**src/rtl/rgb_pkg.sv**
```systemverilog
// Shared timing constants for the WS2812 front end and the downstream assembler.
package rgb_pkg;

    localparam int COUNTER_MAX       = 5000;
    localparam int STREAM_RESET_CLKS = 4800;
    localparam int SAMPLE_TIME_CLKS  = 57;

endpackage

```
**src/rtl/rgb_sinp_sync.sv**
```systemverilog
// Input synchronizer and rising-edge detector for the raw single-wire stream.
// Optional 1-cycle glitch filter enabled by defining RGB_SINP_GLITCH_FILTER_EN.
module rgb_sinp_sync (
    input  logic clk,
    input  logic rst,
    input  logic sig,
    output logic sig_s,
    output logic rise
);

    logic sync_p0;
    logic sync_p1;
    logic sig_d;

    always_ff @(posedge clk or posedge rst) begin
        if (rst) begin
            sync_p0 <= 1'b0;
            sync_p1 <= 1'b0;
        end else begin
            sync_p0 <= sig;
            sync_p1 <= sync_p0;
        end
    end

`ifdef RGB_SINP_GLITCH_FILTER_EN
    logic filt_p2;

    // Follow the synchronizer only once two successive outputs agree.
    always_ff @(posedge clk or posedge rst) begin
        if (rst) begin
            filt_p2 <= 1'b0;
        end else if (sync_p0 == sync_p1) begin
            filt_p2 <= sync_p1;
        end
    end

    assign sig_s = filt_p2;
`else
    assign sig_s = sync_p1;
`endif

    always_ff @(posedge clk or posedge rst) begin
        if (rst) begin
            sig_d <= 1'b0;
        end else begin
            sig_d <= sig_s;
        end
    end

    assign rise = sig_s & ~sig_d;

endmodule

```
**src/rtl/rgb_sinp.sv**
```systemverilog
// WS2812-style NRZ decoder: rising edge starts a bit, level at a fixed delay is the bit.
// Build option: RGB_SINP_GLITCH_FILTER_EN adds a 1-cycle glitch filter (+1 cycle latency).
module rgb_sinp #(
    parameter int COUNTER_MAX       = rgb_pkg::COUNTER_MAX,
    parameter int STREAM_RESET_CLKS = rgb_pkg::STREAM_RESET_CLKS,
    parameter int SAMPLE_TIME_CLKS  = rgb_pkg::SAMPLE_TIME_CLKS
) (
    input  logic clk,
    input  logic rst,
    input  logic sig,
    output logic out,
    output logic strobe,
    output logic stream_reset
);

    localparam int CNT_W = $clog2(COUNTER_MAX + 1);
    localparam logic [CNT_W-1:0] CNT_MAX    = CNT_W'(COUNTER_MAX);
    localparam logic [CNT_W-1:0] CNT_ONE    = CNT_W'(1);
    localparam logic [CNT_W-1:0] CNT_SAMPLE = CNT_W'(SAMPLE_TIME_CLKS);
    localparam logic [CNT_W-1:0] CNT_IDLE   = CNT_W'(STREAM_RESET_CLKS);

    logic             sig_s;
    logic             rise;
    logic [CNT_W-1:0] cnt;

    // Saturating increment: the counter parks at CNT_MAX so idle never re-triggers.
    function automatic logic [CNT_W-1:0] sat_inc(input logic [CNT_W-1:0] v);
        return (v < CNT_MAX) ? v + CNT_ONE : v;
    endfunction

    rgb_sinp_sync u_sync (
        .clk   (clk),
        .rst   (rst),
        .sig   (sig),
        .sig_s (sig_s),
        .rise  (rise)
    );

    // Reset parks cnt at saturation so no stray strobe/stream_reset follows release.
    always_ff @(posedge clk or posedge rst) begin
        if (rst) begin
            cnt          <= CNT_MAX;
            out          <= 1'b0;
            strobe       <= 1'b0;
            stream_reset <= 1'b0;
        end else begin
            cnt          <= rise ? CNT_ONE : sat_inc(cnt);
            strobe       <= 1'b0;
            stream_reset <= !rise && (cnt == CNT_IDLE);
            if (!rise && (cnt == CNT_SAMPLE)) begin
                out    <= sig_s;
                strobe <= 1'b1;
            end
        end
    end

endmodule

```
**config.mk**
```make
export PLATFORM = sky130hd
export DESIGN_NAME = rgb_sinp
export DESIGN_NICKNAME = d
export VERILOG_FILES = /design/src/rtl/rgb_pkg.sv /design/src/rtl/rgb_sinp_sync.sv /design/src/rtl/rgb_sinp.sv
export SDC_FILE = /design/constraint.sdc
export NUM_CORES = 1
export LEC_CHECK = 0
export ABC_AREA = 1
export ABC_CLOCK_PERIOD_IN_PS = 3500
export CAP_MARGIN = 15
export CELL_PAD_IN_SITES_DETAIL_PLACEMENT = 1
export CELL_PAD_IN_SITES_GLOBAL_PLACEMENT = 1
export CORE_MARGIN = 2
export CORE_UTILIZATION = 46
export CTS_BUF_LIST = sky130_fd_sc_hd__clkbuf_16
export CTS_CLUSTER_SIZE = 10
export DETAILED_ROUTE_END_ITERATION = 8
export PLACE_DENSITY = 0.83
export SYNTH_ARGS = -nofsm -noshare
export SYNTH_HDL_FRONTEND = slang
export SYNTH_SLANG_ARGS = --single-unit
```
**constraint.sdc**
```tcl
create_clock -name clk -period 3.5 [get_ports clk]
set_clock_uncertainty 0.1 [all_clocks]
set_input_delay 0.875 -clock clk [delete_from_list [all_inputs] [get_ports clk]]
set_output_delay 0.875 -clock clk [all_outputs]
set_load 0.02 [all_outputs]
```
# --- Word-level counts from Yosys, hierarchy flattened ---
# Cells that the tools add are included.
word_totals:
  register_bits: 19
  output_inout_bits: 3
classes:
  add_sub_neg: 1
  magnitude_cmp: 1
  n_eq_ne: 2
  muxes: 3
  bitwise_logic: 2
  n_reduce_logical: 4
op_table:
  columns: ["op", "count"]
  rows:
  - ["$mux W13", 2]
  - ["$add A13 B1 Y13 const B", 1]
  - ["$eq A13 B13 Y1 const B", 1]
  - ["$eq A13 B6 Y1 const B", 1]
  - ["$lt A13 B13 Y1 const B", 1]
  - ["$logic_and A1 B1 Y1", 2]
  - ["$reduce_bool A2 Y1", 1]
  - ["$and A1 B1 Y1", 1]
  - ["$logic_not A1 Y1", 1]
  - ["$mux W1", 1]
  - ["$not A1 Y1", 1]

# --- Logic depth before layout (Yosys ltp) ---
# Gate-level depths: netlist of run 1.
depth:
  ltp_word: 5
  depth_mapped: 9
  mapped_depth_nobuf: 8

# --- Modules after synthesis ---
# From an unflattened synthesis of run 1, not the netlist that was laid out.
unflattened:
  cells_unflattened: 149
  hier_area_um2: 1096.1
by_module_without_submodules:
  columns: ["module", "instances", "cells_each", "area_each_um2"]
  rows:
  - ["rgb_sinp", 1, 143, 1007.2]
  - ["rgb_sinp_sync", 1, 6, 88.8]

# --- Worst setup path after synthesis of run 1 ---
# Ideal clock, no wire load.
synth_path:
  path_kind: "flip-flop to flip-flop"
  from: "register cnt[3]"
  to: "register cnt[11]"
  setup_time_ns: 0.117
  t_arrival_ns: 1.196
  path_slack_ns: 2.088
  path_stages_with_launch: 10
  path_buffers: 2
  period_less_slack_ns: 1.412
  cell_sequence: "dfstp_2 buf_6 nor2_2 nand2_1 nand2_2 nor2_2 nor2_4 buf_6 nand3_1 nand2_1"
synth_via:
  elab_chain_len: 3
  elab_cells_between_ends: 5
  cone_classes: "add/sub: 1; order compare: 1; mux: 2; reduce/logical: 1"
synth_rtl:
  columns: ["element", "line", "rtl"]
  rows:
  - ["start: declaration", "rgb_sinp.sv:24", "logic [CNT_W-1:0] cnt;"]
  - ["start signal: assignment", "rgb_sinp.sv:47", "cnt <= rise ? CNT_ONE : sat_inc(cnt);"]
  - ["$add A13 B1 Y13", "rgb_sinp.sv:28", "return (v < CNT_MAX) ? v + CNT_ONE : v;"]
  - ["$mux W13", "rgb_sinp.sv:28", null]
  - ["$mux W13", "rgb_sinp.sv:47", null]
# Parallel ways exist; a longest one is shown, timed or not. The select of a mux whose other input is x is not followed.
# A chain may end at the register's enable or synchronous reset.

# --- Worst setup path after layout of run 1 ---
layout_path:
  from: "register out"
  to: "output port out"
layout_lines:
  columns: ["element", "line", "rtl"]
  rows:
  - ["start: declaration", "rgb_sinp.sv:11", "output logic out,"]
  - ["start signal: assignment", "rgb_sinp.sv:51", "out <= sig_s;"]
# No word-level cell between the ends.

==> results of run 1 <==
cell families after synthesis:
family,share of synthesized area
buf+inv,0.0849
fa+ha+maj,0.0326
simple gates,0.409
xor+xnor,0.0229
flops,0.419
compound gates,0.0316
sequential cells by signal, indices dropped and copies added (netlist names):
signal and cells:
u_sync.sig_s 1, u_sync.sig_d 1, strobe 1, stream_reset 1, cnt 13, out 1
u_sync.sync_p0 1
cell type report:
cell class | count | area (µm²) | area share
flip-flops and latches | 19 | 482 | 0.374
clock buffers | 3 | 75.1 | 0.0583
well taps | 30 | 37.5 | 0.0292
repair buffers | 5 | 50.0 | 0.0389
inverters | 18 | 67.6 | 0.0525
clock inverters | 1 | 5.00 | 0.00389
multi-input cells | 106 | 571 | 0.443
per-stage QoR:
step | std cells | cell area (µm²) | util | power (mW) | hold slack [ns]
CTS | 182 | 1290 | 0.529 | 0.637 | 0.256
floorplan | 146 | 1150 | - | 0.374 | 0.231
global placement | 178 | 1210 | 0.496 | 0.386 | 0.244
global route | 182 | 1290 | 0.529 | 0.666 | 0.264
detailed placement | 178 | 1210 | 0.496 | 0.394 | 0.243
finish | 182 | 1290 | 0.529 | 0.632 | 0.254
metal layers:
layer,GRT usage,up-vias,wire length [µm]
met5,0,-,0
met2,0.402,20,1520
met4,0.0875,0,41
li1,-,481,-
met3,0.0444,5,86
met1,0.304,507,1260
worst max path at each step:
stage          cells past startpoint  endpoint  slack, ns   start
2_1_floorplan                      9   cnt[11]       2.09  cnt[3]
3_3_place_gp                       2    cnt[0]       1.59     rst
3_5_place_dp                       2    cnt[0]       1.53     rst
4_1_cts                            1       out       1.32     out
5_1_grt                            1       out       1.30     out
6_report                           1       out       1.33     out
report_power, final:
| part | internal (mW) | switching (mW) | leakage (nW) |
|---|---|---|---|
| Combinational | 0.0450 | 0.0675 | 0.347 |
| Clock | 0.153 | 0.0869 | 0.0409 |
| Sequential | 0.245 | 0.0337 | 0.235 |
layout by cell type (no fill, tap or decap):
cell type	n
nor2_2	4
nand4_1	10
o21bai_1	1
dfrtp_1	14
clkbuf_16	3
nor4_1	1
inv_1	18
clkdlybuf4s50_1	5
o21ai_0	2
nor3_1	2
or2_2	1
xor2_1	3
nor2_4	3
nor2_8	1
nand3_1	12
dfstp_2	5
o21ai_1	1
clkinv_2	1
nand2_1	45
nor2_1	11
o21ai_2	1
a21oi_1	1
nand2_2	1
nand3_2	3
ha_1	3
==> impl_metrics.ini, run 1 <==
[logic_synthesis]
syn_area_per_cell_um2 = 7.88
synth_edf_count = 0
synth_seq_cells = 19
synth_largest_area_cell = dfrtp_1
syn_nets = 152
synth.most_common_cell = nand2_1
async_flop_share = 1.00
synth_ff_type = dfrtp_1
netlist_area_um2 = 1150
synth.area.top_cells = dfrtp_1 30%, nand2_1 15%, dfstp_2 11%, inv_1 5.9%, nand4_1 5.4%
synth_common_cells = 45 x nand2_1, 18 x inv_1, 14 x dfrtp_1, 12 x nand3_1, 11 x nor2_1
syn_inst = 146
synth_top_area_frac = 0.305
synth_warnings = 0
seq_area_frac_synth = 0.419
yosysUniqueCellTypes = 24

[clock_tree]
cts_sinks = 19
cts_setup_buffers = 0
cts_resized = 0
clock_latency_ns = 0.25
tritoncts = yes
hold_buffers = 0
cts_made_buffers = 3
clk_path_buf_depth = 2
clk_pin_slew_worst_paths_ns = 0.05
htreeDepth = 1
cts_root_buffer = clkbuf_16

[worst_setup_path]
worstReg2RegEnd = cnt[1]
crit_type = flop to output pin
critical_path.max_fanout = 2
rrSetupSlack_ns = 1.84
r2r_start = cnt[8]
slowest_delay_ns = 0.61
path_cells = clkdlybuf4s50_1
r2r_cells = 6
crit_buf_inv = 1
startpoint_type = flop
crit_required_ns = 2.52
crit_arrival_ns = 1.20
end_kind = output pin
critPathSlowestCell = clkdlybuf4s50_1
cpLargestDelayFamily = buffers and inverters

[power]
leakagePower_nw = 0.622
vdd_ir_drop_max_mv = 0.333
power.density_nw_per_um2 = 491

[final_layout]
antenna_cells = 0
fill_cells = 305
syn2layout_area_growth_pct = 12.0
layout-drive-gt1-share = 0.151
finalNetCount = 159

[timing]
setup_viol = 0
slew_violations = 0
tns_ns = 0
tightest_slew_ns = 0.749
hold_violations = 0
fmax_mhz = 460
final.min_clock_period_ns = 2.17
relSlewSlack = 0.500
final.period_utilization = 0.621
fin_ws_ns = 1.33
grt_setup_unrepaired = no

[hold_path]
hold_path_depth = 0
hold_path_end = u_sync.sig_s
hp-start = u_sync.sync_p0
hold_class = flop to flop

[route]
post_drt_wl_per_cell_um = 15.9
routed_via_density = 5.57
drt_wl_total_mm = 2.90
drt_first_pass_iters = 4
drc = 0
vias = 1013
drtIter0Drc = 24
drt.antenna.violating_nets = 0

[global_route]
grt_pass1_wl_mm = 4.86
grt_remaining_overflow = 0
grt_antenna_before_repair = 0
grt_pass1_vias = 1009
grt_start_max_net_pins = 20
grt.total_usage = 0.239

[floorplanning]
row_count = 18
fp.dieW_um = 54.0
core_area_um2 = 2430
die-area_um2 = 2920
die_h_um = 54.0
initial_core_util = 0.473
io_pins = 6

[placement]
pre_cts_slack_ns = 1.53
io_buffers = 5
place_congestion = 0.857
dp_hpwl_mm = 2.14

[outcome]
outcome = finished, final reports clean

[flow_run]
max-cap-violations = 0
Note: power is estimated with default switching activity, not from simulation.
==> run 2, diff against run 1 <==
--- a/config.mk
+++ b/config.mk
@@ -6,16 +6,17 @@
 export NUM_CORES = 1
 export LEC_CHECK = 0
 export ABC_AREA = 1
-export ABC_CLOCK_PERIOD_IN_PS = 3500
+export ABC_CLOCK_PERIOD_IN_PS = 2200
 export CAP_MARGIN = 15
 export CELL_PAD_IN_SITES_DETAIL_PLACEMENT = 1
 export CELL_PAD_IN_SITES_GLOBAL_PLACEMENT = 1
+export CORE_ASPECT_RATIO = 2
 export CORE_MARGIN = 2
-export CORE_UTILIZATION = 46
+export CORE_UTILIZATION = 43
 export CTS_BUF_LIST = sky130_fd_sc_hd__clkbuf_16
 export CTS_CLUSTER_SIZE = 10
 export DETAILED_ROUTE_END_ITERATION = 8
-export PLACE_DENSITY = 0.83
+export PLACE_DENSITY = 0.79
 export SYNTH_ARGS = -nofsm -noshare
 export SYNTH_HDL_FRONTEND = slang
 export SYNTH_SLANG_ARGS = --single-unit
==> constraint.sdc (replaced) <==
create_clock -name clk -period 2.2 [get_ports clk]
set_clock_uncertainty 0.1 [all_clocks]
set_input_delay 0.55 -clock clk [delete_from_list [all_inputs] [get_ports clk]]
set_output_delay 0.55 -clock clk [all_outputs]
set_load 0.02 [all_outputs]
==> impl_metrics.ini, run 2 (synthesized netlist as in run 1, its figures left out) <==
[timing]
relSlewSlack = 0.697
fin_ws_ns = 0.351
hold_violations = 0
final.period_utilization = 0.841
tightest_slew_ns = 0.455
fmax_mhz = 541
final.min_clock_period_ns = 1.85
tns_ns = 0
grt_setup_unrepaired = no
slew_violations = 0
setup_viol = 0

[floorplanning]
fp.dieW_um = 40.6
core_area_um2 = 2540
die-area_um2 = 3130
die_h_um = 77.1
initial_core_util = 0.453
row_count = 26
io_pins = 6

[final_layout]
finalNetCount = 160
syn2layout_area_growth_pct = 12.4
fill_cells = 334
layout-drive-gt1-share = 0.157
finish.utilization = 0.509
seqCellArea_um2 = 482
final_common_cell = nand2_1
final_cell_mix = 45 x nand2_1, 18 x inv_1, 14 x dfrtp_1, 12 x nand3_1, 11 x nor2_1
top_register = cnt
multiInputGateArea_um2 = 571
antenna_cells = 0
largest_register_ffs = 13

[placement]
place_congestion = 0.876
dp_hpwl_mm = 2.30
pre_cts_slack_ns = 0.551
io_buffers = 5

[worst_setup_path]
crit_arrival_ns = 1.20
crit_required_ns = 1.55
cpLargestDelayFamily = buffers and inverters
crit_buf_inv = 1
critPathSlowestCell = clkdlybuf4s50_1
path_cells = clkdlybuf4s50_1
critical_path.max_fanout = 2
rrSetupSlack_ns = 0.54
end_kind = output pin
crit_type = flop to output pin
startpoint_type = flop
slowest_delay_ns = 0.60

[clock_tree]
cts_made_buffers = 3
cts_root_buffer = clkbuf_16
cts_sinks = 19
tritoncts = yes
hold_buffers = 0
cts_resized = 0
clk_path_buf_depth = 2
htreeDepth = 1
clock_latency_ns = 0.26
cts_setup_buffers = 0
clk_pin_slew_worst_paths_ns = 0.05

[power]
power_frac_comb = 0.182
switching_share = 0.296
p_seq_frac = 0.436
clkPwrFrac = 0.382
intPower_mw = 0.707
leakagePower_nw = 0.627
power.density_nw_per_um2 = 778
switching_power_mw = 0.298
vdd_ir_drop_max_mv = 0.458

[global_route]
grt_start_max_net_pins = 20
grt_remaining_overflow = 0
grt_pass1_wl_mm = 4.86
grt_antenna_before_repair = 0
grt_pass1_vias = 1101
grt.total_usage = 0.226

[hold_path]
hold_class = flop to flop

[route]
drt.antenna.violating_nets = 0
drt_wl_total_mm = 2.97
drtIter0Drc = 12
routed_via_density = 5.46
vias = 989
post_drt_wl_per_cell_um = 16.4
drc = 0
drt_first_pass_iters = 3

[flow_run]
max-cap-violations = 0

[outcome]
outcome = finished, final reports clean
## run 2: cell types whose count changed in the layout (fill, tap and decap cells not counted), sizes merged
cell / change
buf: +1
## run 2: cell type report
type	count	share of cell area
inverters	18	0.0523
flip-flops and latches	19	0.373
clock buffers	3	0.0581
well taps	28	0.0271
repair buffers	6	0.0445
multi-input cells	106	0.441
clock inverters	1	0.00387
## run 2: per-stage QoR
stage | hold slack, ns | power (mW) | instance area (µm²) | cells
after floorplan | 0.231 | 0.596 | 1150 | 146
after global placement | 0.243 | 0.612 | 1210 | 177
after detailed placement | 0.251 | 0.631 | 1210 | 177
after CTS | 0.264 | 1.02 | 1290 | 181
after global routing | 0.265 | 1.05 | 1290 | 181
final | 0.257 | 1.01 | 1290 | 181
## run 2: power groups by stage
| stage | logic, mW | registers (mW) | clock network, mW |
|---|---|---|---|
| floorplan | 0.177 | 0.419 | 0 |
| global placement | 0.170 | 0.442 | 0 |
| detailed placement | 0.187 | 0.444 | 0 |
| CTS | 0.188 | 0.439 | 0.390 |
| global route | 0.208 | 0.444 | 0.400 |
| finish | 0.183 | 0.439 | 0.384 |
## run 2: final timing paths
check / from / cells after the start / to
max: out / 1 / out
min: u_sync.sync_p0 / 0 / u_sync.sig_s
max reg2reg: cnt[8] / 8 / cnt[7]
min reg2reg: u_sync.sync_p0 / 0 / u_sync.sig_s
max in group asynchronous: rst / 3 / cnt[8]
min in group asynchronous: rst / 3 / cnt[6]
## run 2: layer usage
layer,up-vias,wire [µm],track usage
met1,493,1120,0.251
li1,486,-,-
met3,5,30,0.0260
met5,-,0,0
met4,0,57,0.0800
met2,5,1760,0.398
## run 2: worst register-to-register path, cell delays in order (launching register included)
cell and delay, ns:
dfstp_2 0.59, nand2_1 0.14, inv_1 0.10, nand2_2 0.07, nor2_2 0.14, nor2_4 0.12
nor2_8 0.18, nand2_1 0.09, nand2_1 0.08
